<file path="config.mk">
export PLATFORM = sky130hd
export DESIGN_NAME = qspi_ram_responder_flat
export DESIGN_NICKNAME = d
export VERILOG_FILES = /design/src/rtl/qspi_ram_responder_if.sv /design/src/rtl/qspi_ram_responder.sv /design/src/flat_wrapper.sv
export SDC_FILE = /design/constraint.sdc
export NUM_CORES = 2
export LEC_CHECK = 0
export CORE_UTILIZATION = 30
export CTS_BUF_LIST = sky130_fd_sc_hd__clkbuf_4
export DETAILED_ROUTE_END_ITERATION = 16
export MAX_ROUTING_LAYER = met4
export PLACE_DENSITY_LB_ADDON = 0.3
export SLEW_MARGIN = 20
export SYNTH_ARGS = -nofsm -noshare
export SYNTH_HDL_FRONTEND = slang
export SYNTH_SLANG_ARGS = --single-unit
</file>
<file path="constraint.sdc">
create_clock -name clock -period 5.25 [get_ports clock]
set_clock_uncertainty 0.1 [all_clocks]
set_input_delay 0.525 -clock clock [delete_from_list [all_inputs] [get_ports clock]]
set_output_delay 0.525 -clock clock [all_outputs]
set_load 0.03 [all_outputs]
</file>
<file path="src/rtl/qspi_ram_responder_if.sv">
// Quad-SPI bus bundle between the core's QSPI initiator and the RAM responder.
// The master modport is the initiator side; the slave modport is the memory side.
interface qspi_ram_responder_if;
    logic       qspi_clk;
    logic       qspi_select;
    logic [3:0] qspi_data_in;
    logic [3:0] qspi_data_out;
    logic       qspi_data_oe;
    logic       cmd_error;

    modport master (
        output qspi_clk,
        output qspi_select,
        output qspi_data_in,
        input  qspi_data_out,
        input  qspi_data_oe,
        input  cmd_error
    );

    modport slave (
        input  qspi_clk,
        input  qspi_select,
        input  qspi_data_in,
        output qspi_data_out,
        output qspi_data_oe,
        output cmd_error
    );
endinterface

</file>
<file path="src/rtl/qspi_ram_responder.sv">
// QSPI RAM responder: memory-side end of the quad-SPI bus on the RAM-A chip
// select. Serves quad write (0x38) and fast quad read (0xEB) from an internal
// byte array. The bus is oversampled on the system clock: all bus inputs are
// synchronized and qspi_clk edges are detected, so qspi_clk must be at most
// clock/4.
// Optional feature macro: QSPI_RESP_DEBUG_PORT_EN adds a registered memory
// inspection port (debug_addr / debug_data).
module qspi_ram_responder #(
    parameter int MEM_ADDR_WIDTH = 8,
    parameter int DUMMY_CYCLES   = 6
) (
    input  logic                      clock,
    input  logic                      reset,
    qspi_ram_responder_if.slave       qspi
`ifdef QSPI_RESP_DEBUG_PORT_EN
    ,
    input  logic [MEM_ADDR_WIDTH-1:0] debug_addr,
    output logic [7:0]                debug_data
`endif
);

    // Shift register is wide enough for the 8-bit command and the kept address bits.
    localparam int SHW = (MEM_ADDR_WIDTH > 8) ? MEM_ADDR_WIDTH : 8;
    localparam logic [7:0] DUMMY_LAST = 8'(DUMMY_CYCLES - 1);
    localparam logic [7:0] CMD_WRITE  = 8'h38;
    localparam logic [7:0] CMD_READ   = 8'hEB;

    typedef enum logic [2:0] {
        ST_IDLE,
        ST_CMD,
        ST_ADDR,
        ST_DUMMY,
        ST_WRITE,
        ST_READ,
        ST_IGNORE
    } state_t;

    // ------------------------------------------------------------------
    // Input synchronizers and edge detection
    // ------------------------------------------------------------------
    logic [1:0] clk_sync_reg;
    logic [1:0] sel_sync_reg;
    logic       clk_prev_reg;
    logic       sel_prev_reg;
    logic [3:0] data_s;
    logic       clk_s;
    logic       sel_s;
    logic       rise;
    logic       fall;

    // Two-flop synchronizers for qspi_clk and select, plus previous-value flops.
    // Select is reset to "selected" so a select held low across reset is not
    // mistaken for a fresh falling edge.
    always_ff @(posedge clock or posedge reset) begin
        if (reset) begin
            clk_sync_reg <= 2'b00;
            sel_sync_reg <= 2'b00;
            clk_prev_reg <= 1'b0;
            sel_prev_reg <= 1'b0;
        end else begin
            clk_sync_reg <= {clk_sync_reg[0], qspi.qspi_clk};
            sel_sync_reg <= {sel_sync_reg[0], qspi.qspi_select};
            clk_prev_reg <= clk_sync_reg[1];
            sel_prev_reg <= sel_sync_reg[1];
        end
    end

    genvar gi;
    generate
        for (gi = 0; gi < 4; gi++) begin : g_data_sync
            logic [1:0] stage_reg;
            // Two-flop synchronizer for one data line.
            always_ff @(posedge clock or posedge reset) begin
                if (reset) begin
                    stage_reg <= 2'b00;
                end else begin
                    stage_reg <= {stage_reg[0], qspi.qspi_data_in[gi]};
                end
            end
            assign data_s[gi] = stage_reg[1];
        end
    endgenerate

    assign clk_s = clk_sync_reg[1];
    assign sel_s = sel_sync_reg[1];
    assign rise  = clk_s & ~clk_prev_reg;
    assign fall  = ~clk_s & clk_prev_reg;

    // ------------------------------------------------------------------
    // Transaction FSM
    // ------------------------------------------------------------------
    state_t                    state_reg,    state_next;
    logic [7:0]                cnt_reg,      cnt_next;
    logic [SHW-1:0]            shift_reg,    shift_next;
    logic [MEM_ADDR_WIDTH-1:0] addr_reg,     addr_next;
    logic                      is_read_reg,  is_read_next;
    logic [3:0]                hi_nib_reg,   hi_nib_next;
    logic                      half_reg,     half_next;
    logic [3:0]                dout_reg,     dout_next;
    logic                      oe_reg,       oe_next;
    logic                      cmd_error_reg, cmd_error_next;
    logic [SHW-1:0]            shifted;
    logic                      mem_we;
    logic [7:0]                rd_data_reg;

    // State and datapath registers.
    always_ff @(posedge clock or posedge reset) begin
        if (reset) begin
            state_reg     <= ST_IDLE;
            cnt_reg       <= '0;
            shift_reg     <= '0;
            addr_reg      <= '0;
            is_read_reg   <= 1'b0;
            hi_nib_reg    <= '0;
            half_reg      <= 1'b0;
            dout_reg      <= '0;
            oe_reg        <= 1'b0;
            cmd_error_reg <= 1'b0;
        end else begin
            state_reg     <= state_next;
            cnt_reg       <= cnt_next;
            shift_reg     <= shift_next;
            addr_reg      <= addr_next;
            is_read_reg   <= is_read_next;
            hi_nib_reg    <= hi_nib_next;
            half_reg      <= half_next;
            dout_reg      <= dout_next;
            oe_reg        <= oe_next;
            cmd_error_reg <= cmd_error_next;
        end
    end

    // Next-state logic: sample on detected rises, drive on detected falls;
    // deselect overrides everything, including an edge in the same clock.
    always_comb begin
        state_next     = state_reg;
        cnt_next       = cnt_reg;
        shift_next     = shift_reg;
        addr_next      = addr_reg;
        is_read_next   = is_read_reg;
        hi_nib_next    = hi_nib_reg;
        half_next      = half_reg;
        dout_next      = dout_reg;
        oe_next        = oe_reg;
        cmd_error_next = 1'b0;
        mem_we         = 1'b0;
        shifted        = {shift_reg[SHW-5:0], data_s};

        if (sel_s) begin
            state_next = ST_IDLE;
            oe_next    = 1'b0;
            cnt_next   = '0;
            half_next  = 1'b0;
        end else begin
            case (state_reg)
                ST_IDLE: begin
                    // Only a genuine high-to-low transition starts a transaction.
                    if (sel_prev_reg) begin
                        state_next = ST_CMD;
                        cnt_next   = '0;
                        half_next  = 1'b0;
                    end
                end
                ST_CMD: begin
                    if (rise) begin
                        shift_next = shifted;
                        if (cnt_reg == 8'd1) begin
                            cnt_next = '0;
                            if (shifted[7:0] == CMD_WRITE) begin
                                state_next   = ST_ADDR;
                                is_read_next = 1'b0;
                            end else if (shifted[7:0] == CMD_READ) begin
                                state_next   = ST_ADDR;
                                is_read_next = 1'b1;
                            end else begin
                                state_next     = ST_IGNORE;
                                cmd_error_next = 1'b1;
                            end
                        end else begin
                            cnt_next = cnt_reg + 8'd1;
                        end
                    end
                end
                ST_ADDR: begin
                    if (rise) begin
                        shift_next = shifted;
                        if (cnt_reg == 8'd5) begin
                            cnt_next  = '0;
                            half_next = 1'b0;
                            // Upper address bits beyond the array size are dropped.
                            addr_next = shifted[MEM_ADDR_WIDTH-1:0];
                            if (!is_read_reg) begin
                                state_next = ST_WRITE;
                            end else if (DUMMY_CYCLES == 0) begin
                                state_next = ST_READ;
                            end else begin
                                state_next = ST_DUMMY;
                            end
                        end else begin
                            cnt_next = cnt_reg + 8'd1;
                        end
                    end
                end
                ST_DUMMY: begin
                    if (rise) begin
                        if (cnt_reg == DUMMY_LAST) begin
                            cnt_next   = '0;
                            state_next = ST_READ;
                        end else begin
                            cnt_next = cnt_reg + 8'd1;
                        end
                    end
                end
                ST_WRITE: begin
                    if (rise) begin
                        if (!half_reg) begin
                            hi_nib_next = data_s;
                            half_next   = 1'b1;
                        end else begin
                            mem_we    = 1'b1;
                            addr_next = addr_reg + MEM_ADDR_WIDTH'(1);
                            half_next = 1'b0;
                        end
                    end
                end
                ST_READ: begin
                    // rd_data_reg tracks mem[addr_reg] one clock behind; falls
                    // are at least four clocks apart so it is always current.
                    if (fall) begin
                        oe_next = 1'b1;
                        if (!half_reg) begin
                            dout_next = rd_data_reg[7:4];
                            half_next = 1'b1;
                        end else begin
                            dout_next = rd_data_reg[3:0];
                            addr_next = addr_reg + MEM_ADDR_WIDTH'(1);
                            half_next = 1'b0;
                        end
                    end
                end
                ST_IGNORE: begin
                    state_next = ST_IGNORE;
                end
                default: begin
                    state_next = ST_IDLE;
                end
            endcase
        end
    end

    // ------------------------------------------------------------------
    // Byte array (not reset) with registered read
    // ------------------------------------------------------------------
    logic [7:0] mem [0:(2**MEM_ADDR_WIDTH)-1];

    // Commit a completed write byte and refresh the read data register.
    always_ff @(posedge clock) begin
        if (mem_we) begin
            mem[addr_reg] <= {hi_nib_reg, data_s};
        end
        rd_data_reg <= mem[addr_reg];
    end

`ifdef QSPI_RESP_DEBUG_PORT_EN
    logic [7:0] debug_data_reg;

    // Registered inspection read; a same-clock write returns the old byte.
    always_ff @(posedge clock or posedge reset) begin
        if (reset) begin
            debug_data_reg <= '0;
        end else begin
            debug_data_reg <= mem[debug_addr];
        end
    end

    assign debug_data = debug_data_reg;
`endif

    assign qspi.qspi_data_out = dout_reg;
    assign qspi.qspi_data_oe  = oe_reg;
    assign qspi.cmd_error     = cmd_error_reg;

endmodule

</file>
<file path="src/flat_wrapper.sv">
// flat-port wrapper written by rule: the top's interface ports become plain ports
module qspi_ram_responder_flat 
#(
    parameter int MEM_ADDR_WIDTH = 8,
    parameter int DUMMY_CYCLES   = 6
)
  (clock, reset, qspi_qspi_clk, qspi_qspi_select, qspi_qspi_data_in, qspi_qspi_data_out, qspi_qspi_data_oe, qspi_cmd_error);
  qspi_ram_responder_if qspi_i ();
  input  logic clock;
  input  logic reset;
  input wire logic [$bits(qspi_i.qspi_clk)-1:0] qspi_qspi_clk;
  input wire logic [$bits(qspi_i.qspi_select)-1:0] qspi_qspi_select;
  input wire logic [$bits(qspi_i.qspi_data_in)-1:0] qspi_qspi_data_in;
  output wire logic [$bits(qspi_i.qspi_data_out)-1:0] qspi_qspi_data_out;
  output wire logic [$bits(qspi_i.qspi_data_oe)-1:0] qspi_qspi_data_oe;
  output wire logic [$bits(qspi_i.cmd_error)-1:0] qspi_cmd_error;
  assign qspi_i.qspi_clk = qspi_qspi_clk;
  assign qspi_i.qspi_select = qspi_qspi_select;
  assign qspi_i.qspi_data_in = qspi_qspi_data_in;
  assign qspi_qspi_data_out = qspi_i.qspi_data_out;
  assign qspi_qspi_data_oe = qspi_i.qspi_data_oe;
  assign qspi_cmd_error = qspi_i.cmd_error;
  qspi_ram_responder #(.MEM_ADDR_WIDTH(MEM_ADDR_WIDTH), .DUMMY_CYCLES(DUMMY_CYCLES)) u_core (.clock(clock), .reset(reset), .qspi(qspi_i));
endmodule
</file>
==> results list <==
- After clock tree synthesis, the repair step resized 0 gates.
- TritonCTS built the clock tree.
* Crit-path cells: buf_12 > mux4_2 > a22oi_1 > a21oi_1 > o41ai_1 > buf_4 > nand4_1
* Area of the core region: 268000 sq um
* Mean area per synthesized cell: approximately 21 sq um
- Slowest CP cell: dfrtp_4
* Startpoint kind of the worst setup timing path: register
* Commonest register cell after synthesis: edfxtp_1
- The number of placed instances, taps included, is ~7.2k.
* Actual transition at the worst max-transition pin: approximately 1.2 ns
- Crit path time final: around 4.4 ns
- Detailed placement finished with a half-perimeter wire length of about 120 mm.
* Number of enable-type register cells in the synthesized netlist: 2048
* Top area cells in the synthesized netlist: edfxtp_1 76%, mux4_2 14%, a22oi_1 2.4%
* Area growth syn-to-layout: 14.6%
- The total overflow left after global routing is 0.
* H-tree lvl count: 6
- For this design the ratio of total power to cell area is 500 nW/um^2.
* Total setup buffers inserted after CTS: 0
- Final weighted congestion of routability-driven global placement: slightly below 0.8
- Setup violators final: 0
- Setup repair after global routing left no endpoint under its margin.
- Buffer levels on the longest clock path: 4
- Of the total power, combinational logic draws 26.1%.
* Fin Setup TNS: 0 ns
* Dominant cell type by area after synthesis: edfxtp_1
- The first routing iteration left 4152 violations.
- Library cell with the highest instance count after synthesis: edfxtp_1
- For this block, the routed nets add up to roughly 210 mm of wire.
- In this run the tightest slew margin relative to its limit is between 15 and 20%.
* Sequential cell fraction of total power: 43.6%
* Max reg flops: between 2k and 2.5k
- Clock-pin slew was measured on the worst setup and hold paths at approximately 0.06 ns.
* Worst-path fanout max: between 100 and 150
* Later-pin clock latency in the skew report: 1.36 ns
- Required time of the worst setup path: ~6.2 ns
- Endpoint arrival time on the critical path: 5.40 ns
- The count of buffers added on input and output ports is 13.
- The initial antenna violation count is 8.
* Initial Utilization: between 30% and 40%
* Capturing element type of the critical path: register
* Die height: about 520 um
* Maximum vdd drop: 381 uV
- For this run, design rule violations remaining after detail routing come to 0.
- Fillers: approximately 25k
* # Max-Cap Violations: 0
* Number of cell rows: 190
- Of the total power, the share spent switching nets is around a third.
* Clk network pwr share: 30.3%
- Internal portion of total power: roughly 32 mW
- Number of standard cells after synthesis: 3761
- The die is approximately 520 um wide.
- Result of the run: finished, final reports clean
- DRT antenna net count: 0
- After detailed routing, the average wire length per cell comes to about 26 um.
- Ys Warns: 0
- Die footprint: 271000 sq um
- Non-filler cells in the finished layout: 8164
* Post-Syn Nets: between 3k and 4k
* Max Slew Vio Count: 0
- After synthesis, the largest area contributor takes up approximately three quarters of total cell area.
- Via density per instance: 5.02
* Worst stage delay on the critical path: 1.02 ns
* Leakage: about 28 nW
- Vias: about 41k
* Inserted Clock Buffers: around 570
- Summing every instance area after synthesis gives around 80000 sq um.
- Post-synthesis cell type count: 56
* Async set-reset flop share out of synthesis: under 10%
- Worst min-delay path class: primary input to async pin
* Kind of critical path: register to register
- u_core.mem holds more flip-flops than any other register.
- Boundary pin count: 14
* Number of global-route vias before repair: between 40k and 50k
- Summed over all nets, the switching power comes to 14.7 mW.
* Final hold violation count: 0
- Max frequency: approximately 0.23 GHz
* Most numerous cell types in the synthesized netlist: 2048 x edfxtp_1, 512 x mux4_2, 276 x nor2_1
- The tree built by TritonCTS fans out to 2105 sinks.
* Initial DRT Pass Iterations: 5
- Entering global routing, the biggest net connects approximately 150 pins.
- The first global-routing pass estimated 303 mm of wire.
- NumNets Final: between 4k and 5k
- Root Buffer: clkbuf_4
- The share of the Yosys chip area taken by registers is 77.9%.
* Final period utilization: approximately 84%
- Global routing used between 15 and 20% of the available tracks across all layers.
- Counting flops and latches in the post-synthesis netlist gives between 2k and 2.5k.
* Share of cells above drive strength 1: approximately a third
-- cell usage in the layout, fill, tap and decap left out, types with 14 or more instances in the layout --
master | synthesis | layout
inv_2 | 2 | 21
clkinv_2 | 0 | 16
nand4_1 | 14 | 14
dfrtp_1 | 49 | 39
buf_12 | 0 | 24
nand2_2 | 0 | 16
nor2_1 | 276 | 274
clkinv_1 | 0 | 68
o41ai_1 | 32 | 28
mux4_2 | 512 | 512
clkbuf_4 | 0 | 811
a21oi_1 | 148 | 148
edfxtp_1 | 2048 | 2048
buf_4 | 10 | 110
a22oi_1 | 256 | 256
nand2_1 | 54 | 37
-- power groups by stage --
stage | Sequential (mW) | Combinational [mW] | Clock (mW)
3_5_place_dp | 20.5 | 12.3 | 0
6_report | 20.2 | 12.1 | 14.0
2_1_floorplan | 20.8 | 7.24 | 0
3_3_place_gp | 20.5 | 12.2 | 0
4_1_cts | 20.2 | 12.3 | 14.4
5_1_grt | 20.2 | 12.7 | 15.3
-- per-layer routing --
metal | vias to the layer above | track usage [%] | wire length (um)
met2 | 1584 | 23.8 | 99300
met4 | 0 | 4.98 | 4320
li1 | 17200 | - | -
met3 | 310 | 3.66 | 14700
met1 | 21900 | 21.3 | 92100
met5 | - | - | 0
-- what timing repair did --
item                                    in CTS  in global routing
hold buffers                                13                  0
endpoints found under the setup margin       0                  0
hold endpoints to repair                    55                  0
-- through the flow --
stage / setup WS [ns] / instance area (sq um) / utilization [%] / hold slack [ns] / total power, mW
final: 0.844 / 92500 / 34.6 / 0.174 / 46.2
after global routing: 0.694 / 92500 / 34.6 / 0.146 / 48.2
after CTS: 0.656 / 92500 / 34.6 / 0.0295 / 46.8
after detailed placement: 0.704 / 85600 / 32.0 / 0.236 / 32.8
after global placement: 0.461 / 85600 / 32.0 / 0.241 / 32.7
after floorplan: 0.858 / 80700 / - / 0.231 / 28.0
-- worst paths after layout --
| kind | slack (ns) | endpoint | cells after the start | startpoint |
|---|---|---|---|---|
| worst min-delay path | 0.17 | u_core.g_data_sync[3].stage_reg[0] | 4 | reset |
| worst max-delay path | 0.84 | u_core.rd_data_reg[7] | 7 | u_core.addr_reg[1] |
| min in group clock | 0.24 | u_core.g_data_sync[2].stage_reg[1] | 0 | u_core.g_data_sync[2].stage_reg[0] |
| max in group asynchronous | 4.28 | u_core.hi_nib_reg[3] | 4 | reset |
| worst max register to register | 0.84 | u_core.rd_data_reg[7] | 7 | u_core.addr_reg[1] |
| worst min register to register | 0.24 | u_core.g_data_sync[2].stage_reg[1] | 0 | u_core.g_data_sync[2].stage_reg[0] |
-- cell type report --
| class | instances | area (sq um) | share of cell area [%] |
|---|---|---|---|
| Antenna cell | 2 | 5.00 | 0.00541 |
| Clock inverter | 115 | 659 | 0.713 |
| Clock buffer | 811 | 6090 | 6.58 |
| Inverter | 13 | 48.8 | 0.0527 |
| Multi-Input combinational cell | 1406 | 16800 | 18.2 |
| Tap cell | 3552 | 4440 | 4.80 |
| Sequential cell | 2105 | 62900 | 68.0 |
| Timing Repair Buffer | 160 | 1570 | 1.69 |
-- critical path, delay by kind of cell, from the launching register on --
| family | cells | cell delay [ns] |
|---|---|---|
| AOI/OAI and AO/OA | 3 | 1.43 |
| DFF | 1 | 1.02 |
| buffers and inverters | 2 | 0.93 |
| muxes | 1 | 0.43 |
| and+or+nand+nor | 1 | 0.09 |
-- cells by family (layout without fill, tap and decap cells) --
kind of cell	Yosys count	count (layout)	share of synthesized area [%]
AOI/OAI and AO/OA	478	478	4.04
adders and majority gates	6	6	0.0930
buffers and inverters	250	1099	1.41
DFF	2105	2105	77.9
muxes	526	526	14.5
other	0	2	0
and+or+nand+nor	396	396	2.06
(Power assumes the default switching activity.)
